===== config.mk =====
export PLATFORM = sky130hd
export DESIGN_NAME = i2s_stereo_transceiver_flat
export DESIGN_NICKNAME = d
export VERILOG_FILES = /design/src/rtl/i2s_pkg.sv /design/src/rtl/i2s_stereo_transceiver_if.sv /design/src/rtl/i2s_edge_detect.sv /design/src/rtl/i2s_stereo_transceiver.sv /design/src/flat_wrapper.sv
export SDC_FILE = /design/constraint.sdc
export NUM_CORES = 1
export LEC_CHECK = 0
export CAP_MARGIN = 25
export CELL_PAD_IN_SITES_DETAIL_PLACEMENT = 0
export CELL_PAD_IN_SITES_GLOBAL_PLACEMENT = 2
export CORE_ASPECT_RATIO = 0.8
export CORE_MARGIN = 10
export CORE_UTILIZATION = 32
export DETAILED_ROUTE_END_ITERATION = 12
export GPL_TIMING_DRIVEN = 1
export PLACE_DENSITY = 0.85
export REMOVE_ABC_BUFFERS = 1
export SYNTH_ARGS = -nofsm -noshare
export SYNTH_HDL_FRONTEND = slang
export SYNTH_HIERARCHICAL = 1
export SYNTH_SLANG_ARGS = --single-unit
export TNS_END_PERCENT = 100

===== constraint.sdc =====
create_clock -name clk -period 1.84 [get_ports clk]
set_input_delay 0.552 -clock clk [delete_from_list [all_inputs] [get_ports clk]]
set_output_delay 0.552 -clock clk [all_outputs]
set_load 0.01 [all_outputs]

===== src/rtl/i2s_pkg.sv =====
// Shared constants and types for the I2S stereo transceiver: default sample width,
// frame length and the frame-lock state encoding.
package i2s_pkg;

  localparam int DATA_W_DEFAULT = 24;
  localparam int FRAME_BITS     = 2 * DATA_W_DEFAULT;

  typedef enum logic {
    UNLOCKED = 1'b0,
    RUN      = 1'b1
  } lock_state_t;

  function automatic int frame_bits(input int data_w);
    return 2 * data_w;
  endfunction

endpackage


===== src/rtl/i2s_stereo_transceiver_if.sv =====
// Sample-side bus of the I2S transceiver: valid/ready DAC sample pairs in and
// strobed ADC sample pairs out. master = sample source/sink, slave = transceiver.
interface i2s_stereo_transceiver_if
  import i2s_pkg::*;
#(
  parameter int DATA_W = DATA_W_DEFAULT
);

  logic              tx_valid;
  logic              tx_ready;
  logic [DATA_W-1:0] tx_left;
  logic [DATA_W-1:0] tx_right;
  logic              rx_valid;
  logic [DATA_W-1:0] rx_left;
  logic [DATA_W-1:0] rx_right;

  modport master (
    output tx_valid, tx_left, tx_right,
    input  tx_ready, rx_valid, rx_left, rx_right
  );

  modport slave (
    input  tx_valid, tx_left, tx_right,
    output tx_ready, rx_valid, rx_left, rx_right
  );

endinterface


===== src/rtl/i2s_edge_detect.sv =====
// Registers the generator's bclk/lrclk levels and the serial input once, and
// derives single-cycle bclk rise/fall and frame-start (lrclk fall) strobes.
module i2s_edge_detect (
  input  logic clk,
  input  logic rst,
  input  logic bclk,
  input  logic lrclk,
  input  logic sdata,
  output logic rise,
  output logic fall,
  output logic fstart,
  output logic sdata_q
);

  logic bclk_q;
  logic lrclk_q;

  always_ff @(posedge clk) begin
    if (rst) begin
      bclk_q  <= 1'b0;
      lrclk_q <= 1'b0;
      sdata_q <= 1'b0;
    end else begin
      bclk_q  <= bclk;
      lrclk_q <= lrclk;
      sdata_q <= sdata;
    end
  end

  assign rise   = bclk & ~bclk_q;
  assign fall   = ~bclk & bclk_q;
  assign fstart = lrclk_q & ~lrclk;

endmodule


===== src/rtl/i2s_stereo_transceiver.sv =====
// Stereo I2S data engine (WM8731 I2S format, 1-bit MSB delay) timed by clk-domain
// bclk/lrclk levels. Optional I2S_LOOPBACK_EN adds a loopback port routing dacdat to RX.
module i2s_stereo_transceiver
  import i2s_pkg::*;
#(
  parameter int DATA_W = DATA_W_DEFAULT
) (
  input  logic clk,
  input  logic rst,
  input  logic bclk,
  input  logic lrclk,
  input  logic adcdat,
`ifdef I2S_LOOPBACK_EN
  input  logic loopback,
`endif
  output logic dacdat,
  output logic underrun,
  output logic locked,
  i2s_stereo_transceiver_if.slave bus
);

  localparam int FB    = frame_bits(DATA_W);
  localparam int CNT_W = $clog2(FB + 1);
  localparam logic [CNT_W-1:0] FB_CNT = CNT_W'(FB);

  logic serial_in;
  logic rise, fall, fstart, sdata_q;

`ifdef I2S_LOOPBACK_EN
  assign serial_in = loopback ? dacdat : adcdat;
`else
  assign serial_in = adcdat;
`endif

  i2s_edge_detect u_edge (
    .clk    (clk),
    .rst    (rst),
    .bclk   (bclk),
    .lrclk  (lrclk),
    .sdata  (serial_in),
    .rise   (rise),
    .fall   (fall),
    .fstart (fstart),
    .sdata_q(sdata_q)
  );

  lock_state_t      state_q, state_d;
  logic             frame_start, shift_en, capture_en;
  logic [FB-1:0]    hold;
  logic             hold_full;
  logic [FB-1:0]    tx_sr;
  logic [FB-2:0]    rx_sr;
  logic [FB-1:0]    rx_next;
  logic [CNT_W-1:0] bit_cnt;
  logic             rx_armed;
  logic             load;
  logic             aligned;

  assign bus.tx_ready = ~hold_full;
  assign load         = bus.tx_valid & ~hold_full;
  assign aligned      = (bit_cnt == FB_CNT);
  assign rx_next      = {rx_sr, sdata_q};

  always_comb begin
    // NOTE: every output of this block gets a default first so no path can infer a latch.
    state_d     = state_q;
    frame_start = 1'b0;
    shift_en    = 1'b0;
    capture_en  = 1'b0;
    case (state_q)
      UNLOCKED: begin
        if (fstart) begin
          state_d     = RUN;
          frame_start = 1'b1;
        end
      end
      RUN: begin
        frame_start = fstart;
        shift_en    = fall & ~fstart;
        capture_en  = rise;
      end
    endcase
  end

  always_ff @(posedge clk) begin
    // NOTE: state updates use non-blocking assignments so every register samples pre-edge values.
    if (rst) begin
      state_q      <= UNLOCKED;
      hold         <= '0;
      hold_full    <= 1'b0;
      tx_sr        <= '0;
      rx_sr        <= '0;
      bit_cnt      <= '0;
      rx_armed     <= 1'b0;
      dacdat       <= 1'b0;
      underrun     <= 1'b0;
      locked       <= 1'b0;
      bus.rx_valid <= 1'b0;
      bus.rx_left  <= '0;
      bus.rx_right <= '0;
    end else begin
      state_q      <= state_d;
      underrun     <= 1'b0;
      bus.rx_valid <= 1'b0;

      // A pair offered in the frame-start cycle lands in hold, never straight in the shifter.
      if (load) begin
        hold      <= {bus.tx_left, bus.tx_right};
        hold_full <= 1'b1;
      end else if (frame_start && hold_full) begin
        hold_full <= 1'b0;
      end

      if (frame_start) begin
        dacdat   <= tx_sr[FB-1];
        tx_sr    <= hold_full ? hold : '0;
        underrun <= ~hold_full;
        bit_cnt  <= '0;
        locked   <= (state_q == UNLOCKED) | aligned;
        rx_armed <= (state_q == RUN) & aligned;
      end else if (shift_en) begin
        dacdat <= tx_sr[FB-1];
        tx_sr  <= tx_sr << 1;
      end

      // Slot 0 carries the previous right LSB, completing the previous frame's pair.
      if (capture_en) begin
        rx_sr <= rx_next[FB-2:0];
        if (bit_cnt != '1) bit_cnt <= bit_cnt + 1'b1;
        if (bit_cnt == '0 && rx_armed) begin
          bus.rx_valid <= 1'b1;
          bus.rx_left  <= rx_next[FB-1:DATA_W];
          bus.rx_right <= rx_next[DATA_W-1:0];
        end
      end
    end
  end

endmodule


===== src/flat_wrapper.sv =====
// flat-port wrapper written by rule: the top's interface ports become plain ports
module i2s_stereo_transceiver_flat import i2s_pkg::*;
#(
  parameter int DATA_W = DATA_W_DEFAULT
)
  (clk, rst, bclk, lrclk, adcdat, dacdat, underrun, locked, bus_tx_valid, bus_tx_left, bus_tx_right, bus_tx_ready, bus_rx_valid, bus_rx_left, bus_rx_right);
  i2s_stereo_transceiver_if #(.DATA_W(DATA_W)) bus_i ();
  input  logic clk;
  input  logic rst;
  input  logic bclk;
  input  logic lrclk;
  input  logic adcdat;
  output logic dacdat;
  output logic underrun;
  output logic locked;
  input wire logic [$bits(bus_i.tx_valid)-1:0] bus_tx_valid;
  input wire logic [$bits(bus_i.tx_left)-1:0] bus_tx_left;
  input wire logic [$bits(bus_i.tx_right)-1:0] bus_tx_right;
  output wire logic [$bits(bus_i.tx_ready)-1:0] bus_tx_ready;
  output wire logic [$bits(bus_i.rx_valid)-1:0] bus_rx_valid;
  output wire logic [$bits(bus_i.rx_left)-1:0] bus_rx_left;
  output wire logic [$bits(bus_i.rx_right)-1:0] bus_rx_right;
  assign bus_i.tx_valid = bus_tx_valid;
  assign bus_i.tx_left = bus_tx_left;
  assign bus_i.tx_right = bus_tx_right;
  assign bus_tx_ready = bus_i.tx_ready;
  assign bus_rx_valid = bus_i.rx_valid;
  assign bus_rx_left = bus_i.rx_left;
  assign bus_rx_right = bus_i.rx_right;
  i2s_stereo_transceiver #(.DATA_W(DATA_W)) u_core (.clk(clk), .rst(rst), .bclk(bclk), .lrclk(lrclk), .adcdat(adcdat), .dacdat(dacdat), .underrun(underrun), .locked(locked), .bus(bus_i));
endmodule

* Word-level counts from Yosys, hierarchy flattened *
Index checks and enable logic that the tools add are counted.

operators by class
  add/sub/neg operators = 1
  equality and inequality tests = 2
  muxes and demuxes = 16
  bitwise logic cells = 15
  reductions and logical operators = 8

operator list
  operator                                       number
  2-to-1 mux 48 bit                              3
  2-to-1 mux 6 bit                               3
  2-to-1 mux 1 bit                               9
  NOT 1 bit                                      8
  adder 6 x 1 -> 6 bit (second input constant)   1
  bitwise AND 1 bit                              6
  equality test 6 bit (second input constant)    1
  logical NOT 6 bit                              1
  inequality test 6 bit (second input constant)  1
  nonzero test 2 bit                             2
  OR reduction 2 bit                             2
  logical AND 1 bit                              2
  case mux 1 bit (2 select lines)                1
  AND reduction 2 bit                            1
  bitwise OR 1 bit                               1

word-level totals
  register bits after elaboration = 207
  input bits = 54
  output and inout port bits = 53

* Longest topological paths before layout *
  depth after elaboration = 7
  depth in mapped cells = 8

* By module *
Netlist, hierarchy kept.

by module, submodules not included
  module                  times used  cells an instance  area each (sq um)  seq. area each (sq um)
  i2s_stereo_transceiver  1           917                7,388.3            4,083.9
  i2s_edge_detect         1           9                  97.6               60.1

* Least setup slack after synthesis *
Ideal clock, no wire load.

  path kind = in2reg
  start point = input lrclk
  end point = register u_core.tx_sr[29]
  library setup time = 0.078 ns
  data arrival time = 1.631 ns
  path slack = 0.131 ns
  cell stages on the path = 8
  buffers on the path = 3
  cells stage by stage = nor2b_1 buf_2 inv_2 nor2_1 buf_2 buf_2 a221oi_1 nor3_1

between the ends
  cells in the longest elaborated chain, start to end = 6
  elaborated cells between the ends (all ways) = 9
  those cells by class = mux (4); bitwise (4); reduce/logical (1)

ends and longest elaborated chain
  item                          line                           RTL
  start, declared               flat_wrapper.sv:11             input logic lrclk;
  NOT 1 bit (*)                 i2s_edge_detect.sv:32          assign fstart = lrclk_q & ~lrclk;
  bitwise AND 1 bit (*)         i2s_edge_detect.sv:32
  NOT 1 bit                     i2s_stereo_transceiver.sv:79   shift_en = fall & ~fstart;
  bitwise AND 1 bit             i2s_stereo_transceiver.sv:79
  2-to-1 mux 1 bit              i2s_stereo_transceiver.sv:70   case (state_q)
  nonzero test 2 bit (no line)  --
  end signal, assigned          i2s_stereo_transceiver.sv:116  tx_sr <= hold_full ? hold : '0;
  end signal, assigned          i2s_stereo_transceiver.sv:123  tx_sr <= tx_sr << 1;
  end, declared                 i2s_stereo_transceiver.sv:51   logic [FB-1:0] tx_sr;

Every way passes the cells marked *; elsewhere a longest branch is shown, timed or not.
A chain may end at the register's enable or synchronous reset.

* Worst setup path in the final report *
  start point = register u_core.hold_full
  end point = output bus_tx_ready

between the ends
  cells in the longest elaborated chain, start to end = 1

ends and longest elaborated chain
  item                    line                           RTL
  start, declared         i2s_stereo_transceiver.sv:50   logic hold_full;
  start signal, assigned  i2s_stereo_transceiver.sv:90   hold_full <= 1'b0;
  start signal, assigned  i2s_stereo_transceiver.sv:109  hold_full <= 1'b1;
  start signal, assigned  i2s_stereo_transceiver.sv:111  hold_full <= 1'b0;
  NOT 1 bit               i2s_stereo_transceiver.sv:59   assign bus.tx_ready = ~hold_full;
  end, declared           flat_wrapper.sv:19             output wire logic [$bits(bus_i.tx_ready)-1:0] bus_tx_ready;

No other way between the ends.

==> summary.txt <==
Power and ir drop
  – P_sw: 2.15 mW
  – Sequential Power Share: 46.9%
  – Clock network power share: 46.9%
  – VDD IR max: 516 uV
  – Switching Share: 21.5%
  – Logic pwr share: 6.2%
  – Internal: 7.85 mW
  – Leakage: 3.66 nW
  – Pwr dens: 1020 nW/um2

Worst setup path
  – R2R Path End: u_core/bus.rx_right[19]$_SDFFE_PP0P_
  – Worst reg-to-reg path cell count: 7
  – Setup Crit Path Kind: reg -> out
  – Worst Path Arrival: 1.22 ns
  – Worst r2r src: u_core/bit_cnt[1]$_SDFF_PP0_
  – R2r setup slk: 0.22 ns
  – Crit Path Max Fanout: 4
  – Worst setup EP type: output pin
  – Worst Setup Start Kind: register
  – Worst EP required: 1.29 ns

Global routing
  – Vias in the first global route: 6128
  – Global route overflow: 0
  – Pin count of the biggest net entering global routing: 82
  – First-pass GRT wire length: 31100 um
  – Initial antenna violation count: 0
  – Overall global routing resource usage: 12.1%

Synth
  – Main synth FF type: dfxtp_1
  – Yosys reg bits: 207
  – Syn Inst Count: 926
  – Unique masters post-synth: 31
  – Register area share after synthesis: 55.4%
  – EDFF count, synth: 0
  – Synth Warn #: 6
  – Fraction of registers with async set/reset: 0%
  – Synthesized area per cell: 8.08 um2
  – Mapped cell area: 7490 um2

Detailed routing
  – Vias per cell: 4.77
  – Wire length per cell: 14.0 um
  – Post-Route WL: 18700 um
  – Drt first pass iters: 4
  – # DRC: 0
  – Starting DRT DRC Count: 365
  – Routed Antenna Nets: 0
  – Routed vias: 6382

Final layout
  – Filler cells: 2314
  – Ant diodes: 0
  – Sequential Area: 4150 um2
  – Layout Nets: 1072
  – Fin cells: 1338
  – Multi-input gate area: 3040 um2
  – Area growth syn-to-layout: 30.8%
  – Post-layout util: 43.0%
  – Share of cells above drive strength 1: 8.43%

Die
  – Core Area: 22700 um2
  – Die ar.: 29900 um2
  – Number of top-level pins: 107
  – Initial Util: 32.9%
  – Chip Width: 191 um
  – Core Rows: 49
  – Die Ht: 157 um

STA
  – Fmax: 0.564 GHz
  – Final setup viols: 0
  – Clock Skew: 0.00521 ns
  – Slew @ Worst Pin: 0.499 ns
  – Relative slew margins: 66.4%
  – RSZ-0062 raised after global routing: false
  – Tmin final: 1.77 ns
  – Final hold violation count: 0
  – Slew Limit Fails: 0
  – Fin crit share: 96.4%
  – Setup TNS: 0 ns

Min path
  – Hold Crit Depth: 2
  – Hold Path Class: in -> reg
  – Hold endpoint: u_core/hold[40]$_SDFFE_PP0P_
  – Critical hold path startpoint: rst

CTS
  – CTS clk-pin slew, worst paths: 0.06 ns
  – H-tree levels: 1
  – Clk_lat worst skew: 0.49 ns
  – CTS Buf Count: 22
  – CTS tree: built
  – CTS max path bufs: 3
  – Root Driver: clkbuf_16
  – Post-CTS Setup Inserts: 0
  – Clk sinks: 207

Place
  – Gpl congestion: 0.764
  – HPWL after DPL: 12000 um
  – DP Cell Count: 1298
  – PortBufs: 106

Run
  – Max Cap Viol: 0

Outcome
  – Status: completed
## synth_stat cells (2+ instances only)
library cell / count / area, um2
a21oi_1: 150 / 751
a221oi_1: 47 / 412
buf_1: 8 / 30.0
buf_2: 16 / 80.1
buf_4: 3 / 22.5
buf_6: 2 / 22.5
clkbuf_1: 46 / 173
dfxtp_1: 207 / 4140
ha_1: 2 / 25.0
inv_1: 4 / 15.0
nand2_1: 298 / 1120
nand3_1: 3 / 15.0
nand4_1: 2 / 12.5
nor2_1: 61 / 229
nor2b_1: 8 / 50.1
nor3_1: 51 / 255
o21ai_0: 4 / 20.0
## power by group through the flow
stage                     Combinational (mW)  Clock, mW  Sequential [mW]
after global placement                 0.631          0             4.78
after floorplan                        0.277          0             4.76
after CTS                              0.635       4.83             4.69
after detailed placement               0.635          0             4.79
after global routing                   0.699       5.02             4.70
final                                  0.622       4.69             4.69
## kinds of logic (layout without fill, tap and decap cells)
logic type,Yosys count,after routing,share of synthesized area (%)
simple gates,427,427,22.8
fa+ha+maj,2,2,0.334
mux,2,2,0.284
compound gates,208,208,16.6
flops,207,207,55.4
buf+inv,80,186,4.63
## metal layers
metal	GRT usage [%]	up-vias	wire, um
met4	2.73	0	302
met3	2.89	26	930
met1	16.9	2935	9430
met2	18.4	116	8090
met5	0	-	0
li1	-	3305	-
## cells in the final DEF, fill, tap and decap left out, types with 2 or more instances in the layout
| cell | count |
|---|---|
| inv_2 | 2 |
| nand4_1 | 2 |
| nor3_1 | 51 |
| clkbuf_16 | 23 |
| nor2b_1 | 7 |
| a21oi_1 | 149 |
| clkbuf_1 | 4 |
| nand3_1 | 3 |
| nand2_2 | 3 |
| inv_1 | 3 |
| clkinv_2 | 4 |
| buf_4 | 22 |
| nand2_1 | 295 |
| o21ai_0 | 4 |
| bufinv_16 | 3 |
| dlygate4sd2_1 | 53 |
| buf_12 | 13 |
| clkdlybuf4s50_1 | 52 |
| nor2_1 | 60 |
| ha_1 | 2 |
| clkbuf_8 | 6 |
| dfxtp_1 | 206 |
| a221oi_1 | 47 |
## layout make-up
class	count	share of cell area (%)
flip-flops and latches	207	42.3
multi-input cells	639	31.0
repair buffers	141	14.5
clock buffers	33	6.88
well taps	306	3.91
clock inverters	7	1.12
inverters	5	0.192
## through the flow
step | cell area [um2] | worst slack, ns | hold WS [ns] | total power, mW
after floorplan | 7160 | -1.59 | 0.426 | 5.04
after global placement | 9060 | -0.338 | 0.443 | 5.41
after detailed placement | 9060 | -0.331 | 0.447 | 5.42
after CTS | 9780 | 0.0338 | 0.379 | 10.1
after global routing | 9790 | 0.00123 | 0.396 | 10.4
final | 9790 | 0.0668 | 0.384 | 10.0
## repair_timing
item | in CTS | in global routing
endpoints found under the hold margin | 0 | 0
endpoints found under the setup margin | 53 | 42
hold buffers | 0 | 0
gates cloned | 0 | 0
resized for setup | 55 | 1
## registers in the layout, indices dropped and copies added (netlist names)
| signal | flops |
|---|---|
| u_core/underrun | 1 |
| u_core/locked | 1 |
| u_core/tx_sr | 48 |
| u_core/hold_full | 1 |
| u_core/dacdat | 1 |
| u_core/u_edge/lrclk_q | 1 |
| u_core/rx_armed | 1 |
| u_core/bus.rx_left | 24 |
| u_core/u_edge/sdata_q | 1 |
| u_core/rx_sr | 47 |
| u_core/hold | 48 |
| u_core/bit_cnt | 6 |
| u_core/u_edge/bclk_q | 1 |
| u_core/bus.rx_right | 24 |
| u_core/state_q | 1 |
| u_core/bus.rx_valid | 1 |
## how the worst max path moves through the flow
stage	from	to	slack, ns
after floorplan	bclk	u_core/bus.rx_left[0]$_SDFFE_PP0P_	-1.59
after global placement	bclk	u_core/tx_sr[24]$_SDFFE_PP0P_	-0.34
after detailed placement	bclk	u_core/tx_sr[24]$_SDFFE_PP0P_	-0.33
after CTS	u_core/hold_full$_SDFFE_PP0P_	bus_tx_ready	0.03
after global routing	u_core/hold_full$_SDFFE_PP0P_	bus_tx_ready	0.001
final	u_core/hold_full$_SDFFE_PP0P_	bus_tx_ready	0.07
## worst max-delay path, stage by stage (launching register included)
cell and delay (ns):
dfxtp_2 0.37, inv_2 0.07, dlygate4sd2_1 0.28
Note: power is estimated with default switching activity, not from simulation.
